$ cat src/rtl/lsu_bus_pkg.sv
// Shared types and constants for the LSU bus master and its watchdog.
package lsu_bus_pkg;

    // Transaction FSM states
    typedef enum logic [2:0] {
        IDLE = 3'd0,
        RD   = 3'd1,
        WR   = 3'd2,
        WB   = 3'd3,
        RESP = 3'd4
    } lsu_state_e;

    // Access size encodings (byte count)
    localparam logic [3:0] SZ_B = 4'd1;
    localparam logic [3:0] SZ_H = 4'd2;
    localparam logic [3:0] SZ_W = 4'd4;

    // Bus read response code meaning success
    localparam logic RRESP_OK = 1'b1;

    // Core-side response error codes
    localparam logic RESP_OK  = 1'b0;
    localparam logic RESP_ERR = 1'b1;

    // Watchdog counter width; covers TIMEOUT_CYCLES up to 255
    localparam int unsigned WDOG_W = 8;

    // Unsupported size or an address not aligned to the access size
    function automatic logic req_is_illegal(input logic [3:0] size,
                                            input logic [1:0] addr_lo);
        logic bad;
        bad = 1'b0;
        case (size)
            SZ_B:    bad = 1'b0;
            SZ_H:    bad = addr_lo[0];
            SZ_W:    bad = (addr_lo != 2'b00);
            default: bad = 1'b1;
        endcase
        return bad;
    endfunction

endpackage

$ cat src/rtl/lsu_bus_watchdog.sv
// Transaction watchdog: counts enabled cycles since the last clear and
// flags expiry on the TIMEOUT_CYCLES-th enabled cycle.
module lsu_bus_watchdog
    import lsu_bus_pkg::*;
#(
    parameter int unsigned TIMEOUT_CYCLES = 255
) (
    input  logic clk_i,
    input  logic rst_i,
    input  logic clear_i,
    input  logic enable_i,
    output logic expired_o
);

    localparam logic [WDOG_W-1:0] LAST = WDOG_W'(TIMEOUT_CYCLES - 1);

    logic [WDOG_W-1:0] cnt_q;
    logic [WDOG_W-1:0] cnt_d;

    assign expired_o = enable_i && (cnt_q == LAST);

    // Next count: clear wins, otherwise advance while enabled and not expired
    always_comb begin
        cnt_d = cnt_q;
        if (clear_i) begin
            cnt_d = '0;
        end else if (enable_i && !expired_o) begin
            cnt_d = cnt_q + 1'b1;
        end
    end

    // Counter register
    always_ff @(posedge clk_i or posedge rst_i) begin
        if (rst_i) begin
            cnt_q <= '0;
        end else begin
            cnt_q <= cnt_d;
        end
    end

endmodule

$ cat src/rtl/lsu_bus_master.sv
// LSU bus master: turns single core load/store requests into one AR/R or
// AW/W/B bus transaction, with size/alignment checking and a watchdog.
module lsu_bus_master
    import lsu_bus_pkg::*;
#(
    parameter int unsigned TIMEOUT_CYCLES = 255
) (
    input  logic        clk,
    input  logic        reset,
    // core request
    input  logic        req_valid,
    output logic        req_ready,
    input  logic        req_wen,
    input  logic [31:0] req_addr,
    input  logic [31:0] req_wdata,
    input  logic [3:0]  req_wstrb,
    input  logic [3:0]  req_size,
    input  logic        req_unsign,
    // core response
    output logic        resp_valid,
    output logic [31:0] resp_rdata,
    output logic        resp_err,
    // read address / data
    output logic        arvalid,
    output logic [31:0] araddr,
    output logic [3:0]  arsize,
    output logic        load_unsign,
    input  logic        arready,
    input  logic        rvalid,
    input  logic [31:0] rdata,
    input  logic        rresp,
    output logic        rready,
    // write address / data / response
    output logic        awvalid,
    output logic [31:0] awaddr,
    input  logic        awready,
    output logic        wvalid,
    output logic [31:0] wdata,
    output logic [31:0] wstrb,
    input  logic        wready,
    input  logic        bvalid,
    input  logic        bresp,
    output logic        bready
);

    lsu_state_e  state_q;
    logic        req_ready_q;
    logic [31:0] addr_q;
    logic [3:0]  size_q;
    logic        unsign_q;
    logic [31:0] wdata_q;
    logic [3:0]  wstrb_q;
    logic        arvalid_q;
    logic        rready_q;
    logic        awvalid_q;
    logic        wvalid_q;
    logic        bready_q;
    logic        resp_valid_q;
    logic [31:0] resp_rdata_q;
    logic        resp_err_q;

    logic        accept;
    logic        wd_enable;
    logic        wd_expired;
    logic        aw_pending;
    logic        w_pending;

    // Write responses are never reported as errors, so bresp has no effect
    logic        unused_bresp;
    assign unused_bresp = bresp;

    assign accept     = (state_q == IDLE) && req_ready_q && req_valid;
    assign wd_enable  = (state_q == RD) || (state_q == WR) || (state_q == WB);

    // A channel is still pending if its valid is up and not handshaking now
    assign aw_pending = awvalid_q && !awready;
    assign w_pending  = wvalid_q && !wready;

    lsu_bus_watchdog #(
        .TIMEOUT_CYCLES (TIMEOUT_CYCLES)
    ) u_watchdog (
        .clk_i     (clk),
        .rst_i     (reset),
        .clear_i   (accept),
        .enable_i  (wd_enable),
        .expired_o (wd_expired)
    );

    // Transaction FSM with all bus and response outputs registered
    always_ff @(posedge clk or posedge reset) begin
        if (reset) begin
            state_q      <= IDLE;
            req_ready_q  <= 1'b0;
            addr_q       <= '0;
            size_q       <= '0;
            unsign_q     <= 1'b0;
            wdata_q      <= '0;
            wstrb_q      <= '0;
            arvalid_q    <= 1'b0;
            rready_q     <= 1'b0;
            awvalid_q    <= 1'b0;
            wvalid_q     <= 1'b0;
            bready_q     <= 1'b0;
            resp_valid_q <= 1'b0;
            resp_rdata_q <= '0;
            resp_err_q   <= 1'b0;
        end else begin
            resp_valid_q <= 1'b0;
            case (state_q)
                IDLE: begin
                    req_ready_q <= 1'b1;
                    if (accept) begin
                        req_ready_q <= 1'b0;
                        addr_q      <= req_addr;
                        size_q      <= req_size;
                        unsign_q    <= req_unsign;
                        wdata_q     <= req_wdata;
                        wstrb_q     <= req_wstrb;
                        if (req_is_illegal(req_size, req_addr[1:0])) begin
                            state_q      <= RESP;
                            resp_valid_q <= 1'b1;
                            resp_err_q   <= RESP_ERR;
                            resp_rdata_q <= '0;
                        end else if (req_wen) begin
                            state_q   <= WR;
                            awvalid_q <= 1'b1;
                            wvalid_q  <= 1'b1;
                        end else begin
                            state_q   <= RD;
                            arvalid_q <= 1'b1;
                            rready_q  <= 1'b1;
                        end
                    end
                end

                RD: begin
                    // A real read response takes priority over a same-cycle timeout
                    if (rvalid && rready_q) begin
                        arvalid_q    <= 1'b0;
                        rready_q     <= 1'b0;
                        resp_rdata_q <= rdata;
                        resp_err_q   <= (rresp != RRESP_OK);
                        resp_valid_q <= 1'b1;
                        state_q      <= RESP;
                    end else if (wd_expired) begin
                        arvalid_q    <= 1'b0;
                        rready_q     <= 1'b0;
                        resp_rdata_q <= '0;
                        resp_err_q   <= RESP_ERR;
                        resp_valid_q <= 1'b1;
                        state_q      <= RESP;
                    end else if (arvalid_q && arready) begin
                        arvalid_q <= 1'b0;
                    end
                end

                WR: begin
                    // Both channels done (now or earlier) moves on, even if simultaneous
                    if (!aw_pending && !w_pending) begin
                        awvalid_q <= 1'b0;
                        wvalid_q  <= 1'b0;
                        bready_q  <= 1'b1;
                        state_q   <= WB;
                    end else if (wd_expired) begin
                        awvalid_q    <= 1'b0;
                        wvalid_q     <= 1'b0;
                        resp_rdata_q <= '0;
                        resp_err_q   <= RESP_ERR;
                        resp_valid_q <= 1'b1;
                        state_q      <= RESP;
                    end else begin
                        if (awvalid_q && awready) begin
                            awvalid_q <= 1'b0;
                        end
                        if (wvalid_q && wready) begin
                            wvalid_q <= 1'b0;
                        end
                    end
                end

                WB: begin
                    if (bvalid && bready_q) begin
                        bready_q     <= 1'b0;
                        resp_err_q   <= RESP_OK;
                        resp_valid_q <= 1'b1;
                        state_q      <= RESP;
                    end else if (wd_expired) begin
                        bready_q     <= 1'b0;
                        resp_rdata_q <= '0;
                        resp_err_q   <= RESP_ERR;
                        resp_valid_q <= 1'b1;
                        state_q      <= RESP;
                    end
                end

                RESP: begin
                    state_q     <= IDLE;
                    req_ready_q <= 1'b1;
                end

                default: begin
                    state_q <= IDLE;
                end
            endcase
        end
    end

    assign req_ready   = req_ready_q;
    assign resp_valid  = resp_valid_q;
    assign resp_rdata  = resp_rdata_q;
    assign resp_err    = resp_err_q;
    assign arvalid     = arvalid_q;
    assign araddr      = addr_q;
    assign arsize      = size_q;
    assign load_unsign = unsign_q;
    assign rready      = rready_q;
    assign awvalid     = awvalid_q;
    assign awaddr      = addr_q;
    assign wvalid      = wvalid_q;
    assign wdata       = wdata_q;
    assign wstrb       = {28'b0, wstrb_q};
    assign bready      = bready_q;

endmodule

$ cat config.mk
export PLATFORM = sky130hd
export DESIGN_NAME = lsu_bus_master
export DESIGN_NICKNAME = d
export VERILOG_FILES = /design/src/rtl/lsu_bus_pkg.sv /design/src/rtl/lsu_bus_watchdog.sv /design/src/rtl/lsu_bus_master.sv
export SDC_FILE = /design/constraint.sdc
export NUM_CORES = 1
export LEC_CHECK = 0
export CAP_MARGIN = 20
export CORE_MARGIN = 2
export CORE_UTILIZATION = 35
export DETAILED_ROUTE_END_ITERATION = 8
export PLACE_DENSITY = 0.72
export SYNTH_ARGS = -nofsm -noshare
export SYNTH_HDL_FRONTEND = slang
export SYNTH_SLANG_ARGS = --single-unit
export TNS_END_PERCENT = 5
$ cat constraint.sdc
create_clock -name clk -period 8.2 [get_ports clk]
set_input_delay 1.23 -clock clk [delete_from_list [all_inputs] [get_ports clk]]
set_output_delay 1.23 -clock clk [all_outputs]
set_load 0.1 [all_outputs]
==> reports/summary.json <==
{
  "sta": {
    "timing.fmax_mhz": 304.9,
    "grt_setup_unrepaired": "no",
    "slew_viol_final": 0,
    "max_slew.worst_pin.slew_ns": 1.029,
    "fin_skew_ns": 0.01095,
    "portion_of_the_clock_cycle_consumed_by_the_worst_path_in_the_final_layout": 0.4000,
    "setup_ws_ns": 4.920,
    "slew_headroom": 0.3117,
    "hold_viol_final": 0,
    "setup-violations-final": 0,
    "timing.final.crit_period_ns": 3.280,
    "finalSetupTns_ns": 0
  },
  "min_path": {
    "timing.hold.worst_endpoint": "wstrb_q[2]",
    "worstHoldStart": "wstrb_q[2]",
    "holdCritPathClass": "flip-flop to flip-flop",
    "holdPathStages": 2
  },
  "clock_tree": {
    "clock_tree.buffer_depth": 2,
    "cts-hold-fix-buffers": 0,
    "clkSinkCount": 124,
    "cts_resized": 0,
    "ctsRootBufferMaster": "sky130_fd_sc_hd__clkbuf_16",
    "cts.htree.levels": 4,
    "cts-buffers-inserted": 17,
    "clk_pin_slew_ns": 0.06,
    "worstSkewPairLatency_ns": 0.42,
    "tritoncts": "done",
    "postCtsSetupBuffers": 0
  },
  "placement": {
    "dpl.cell_count": 990,
    "io_buffers": 259,
    "dp_hpwl_mm": 10.02,
    "dpl_worst_slack_ns": 4.894,
    "place_congestion": 0.7485
  },
  "synthesis": {
    "synth.ff_latch_count": 124,
    "synth_top_area_cell": "sky130_fd_sc_hd__dfrtp_1",
    "ys.flop_type": "sky130_fd_sc_hd__dfrtp_1",
    "synth_top_cells_by_area": "sky130_fd_sc_hd__dfrtp_1, sky130_fd_sc_hd__nand2_1, sky130_fd_sc_hd__buf_4, sky130_fd_sc_hd__a22o_1, sky130_fd_sc_hd__clkbuf_8",
    "synth.yosys.warnings": 0,
    "syn_avg_cell_area_um2": 9.700,
    "post_synth_num_cell_types": 52,
    "asyncSetResetFlopFracSynth": 1.000,
    "synth-edff-count": 0,
    "netlist_area_mm2": 0.005558,
    "synth_most_common_cell": "sky130_fd_sc_hd__nand2_1",
    "synth_sequential_area_ratio": 0.5583,
    "postSynthCellCount": 573,
    "synth_top_area_frac": 0.5583,
    "yosys-top-cells-count": "sky130_fd_sc_hd__nand2_1, sky130_fd_sc_hd__dfrtp_1, sky130_fd_sc_hd__buf_4"
  },
  "worst_setup_path": {
    "worst-endpoint-arrival_ns": 2.05,
    "timing.critical_path.from_type": "flip-flop",
    "timing_worst_setup_path_type": "flip-flop to primary output",
    "timing.rr.start": "state_q[0]",
    "timing.critical_path.depth": 1,
    "crit_chain": "clkdlybuf4s50_1",
    "rr_endpoint": "arvalid",
    "worstPathMaxFanout": 4,
    "slowest_stage": "sky130_fd_sc_hd__clkdlybuf4s50_1",
    "critical_path_required_ns": 6.97,
    "worstSetupEndpointType": "primary output",
    "cpPeakStageDelay_ns": 1.21,
    "worst-path-buf-inv": 1,
    "rrSetupSlack_ns": 5.62,
    "crit_family": "buffers and inverters",
    "rr_worst_depth": 5
  },
  "global_route": {
    "grt_start_max_net_pins": 82,
    "grt_first_pass_wirelength_mm": 22.60,
    "number_of_global_route_vias_before_repair": 4357,
    "grt_util_all_layers": 0.1731,
    "global_route.overflow_total": 0,
    "initial_antenna_violation_count": 0
  },
  "cells_and_area": {
    "layout.cells.non_filler": 1022,
    "layout-drive-gt1-share": 0.06576,
    "count_of_antenna_diodes_in_the_layout": 0,
    "layout_utilization": 0.5432,
    "final_net_count": 911,
    "areaGrowthSynthToFinish_pct": 53.56
  },
  "floorplan": {
    "dieHeight_um": 130.0,
    "core.rowCount": 46,
    "io_pins": 289,
    "floorplan.die_area_mm2": 0.01690,
    "initial_core_util": 0.3537,
    "core_mm2": 0.01571,
    "die_x_um": 130.0
  },
  "route": {
    "post_drt_wl_per_cell_um": 14.27,
    "drtAntennaViolNets": 0,
    "detail_route.first_pass.iterations": 6,
    "number_of_vias_after_detailed_routing": 4590,
    "viasPerCell": 4.491,
    "drt-initial-drc-count": 211,
    "wl_mm": 14.58,
    "detailed_route_drc_error_count": 0
  },
  "job": {
    "maxCapViolCount": 0
  },
  "power": {
    "power_leakage_nw": 3.969,
    "vdd.ir_drop.worst_mv": 0.2430,
    "finalPower_mw": 3.500,
    "power.density_cell_area_mw_per_mm2": 410.1
  },
  "outcome": {
    "outcome": "completed"
  }
}
[how the worst max path moves through the flow]
| stage | slack, ns | startpoint | to |
|---|---|---|---|
| floorplan | 3.67 | reset | araddr[0] |
| global placement | 4.92 | req_size[1] | resp_rdata[22] |
| detailed placement | 4.89 | req_size[1] | resp_rdata[1] |
| CTS | 4.88 | req_ready | req_ready |
| global route | 4.85 | req_ready | req_ready |
| finish | 4.92 | req_ready | req_ready |
[logic make-up (layout without fill, tap and decap cells)]
group / after synthesis / count (layout) / synth area share
buffers and inverters: 92 / 298 / 0.1207
XOR/XNOR: 4 / 4 / 0.006303
AND/OR/NAND/NOR: 282 / 282 / 0.2139
multiplexers: 1 / 1 / 0.001801
adder cells (fa/ha/maj): 2 / 2 / 0.004502
AO/OA/AOI/OAI: 67 / 67 / 0.09388
flip-flops: 124 / 124 / 0.5583
other: 1 / 28 / 0.0006747
[report_power, final]
part           switching [mW]  internal (mW)
clock                   0.285          0.497
sequential             0.0885          0.733
combinational            1.51          0.382
total                    1.89           1.61
[tightest hold or removal path, cell delays in order, from the launching register on]
cell,delay [ns]
sky130_fd_sc_hd__dfrtp_1,0.34
sky130_fd_sc_hd__nand2_1,0.05
sky130_fd_sc_hd__nand2_1,0.05
[per-stage QoR]
stage               hold slack [ns]  cell area [µm²]
floorplan                    0.4457             5659
global placement             0.4561             7916
detailed placement           0.4614             7916
CTS                          0.4746             8534
global route                 0.4922             8534
finish                       0.4715             8534
[layer usage]
layer	vias to the layer above	share of wire	track usage
li1	2230	-	-
met1	2165	0.43	0.2213
met2	182	0.48	0.2692
met3	13	0.083	0.06355
met4	0	0.012	0.06641
met5	-	0	0
[state kept, by name, indices dropped and copies added (netlist names), 3 cells and up]
signal / count
wdata: 32
state_q: 3
arsize: 4
resp_rdata: 32
wstrb_q: 4
u_watchdog.cnt_q: 8
araddr: 32
[layout make-up]
| cell class | instances | area, µm² |
|---|---|---|
| fill | 1401 | 7178 |
| sequential | 124 | 3103 |
| timing repair buffer | 262 | 2615 |
| multi-input combinational | 384 | 1911 |
| clock buffer | 20 | 456.7 |
| tap | 216 | 270.3 |
| clock inverter | 12 | 161.4 |
| inverter | 4 | 17.52 |
[layout by cell type (no fill, tap or decap), drive strengths merged, types with 2 or more instances in the layout]
cell type	synthesis	final
nand2b	3	3
clkinv	0	3
inv	4	7
nor2b	6	6
or4	3	3
bufinv	0	3
o221ai	2	2
nand2	229	229
a22o	32	32
nor2	13	13
o21ai	10	10
nor3	4	4
ha	2	2
nand4	4	4
clkbuf	18	20
and3	3	3
xor2	4	4
clkinvlp	0	3
a31oi	5	5
dfrtp	124	124
clkdlybuf4s50	0	259
o311ai	3	3
conb	1	28
and2	3	3
nand3	7	7
buf	69	3
a21oi	7	7
(Power assumes the default switching activity.)
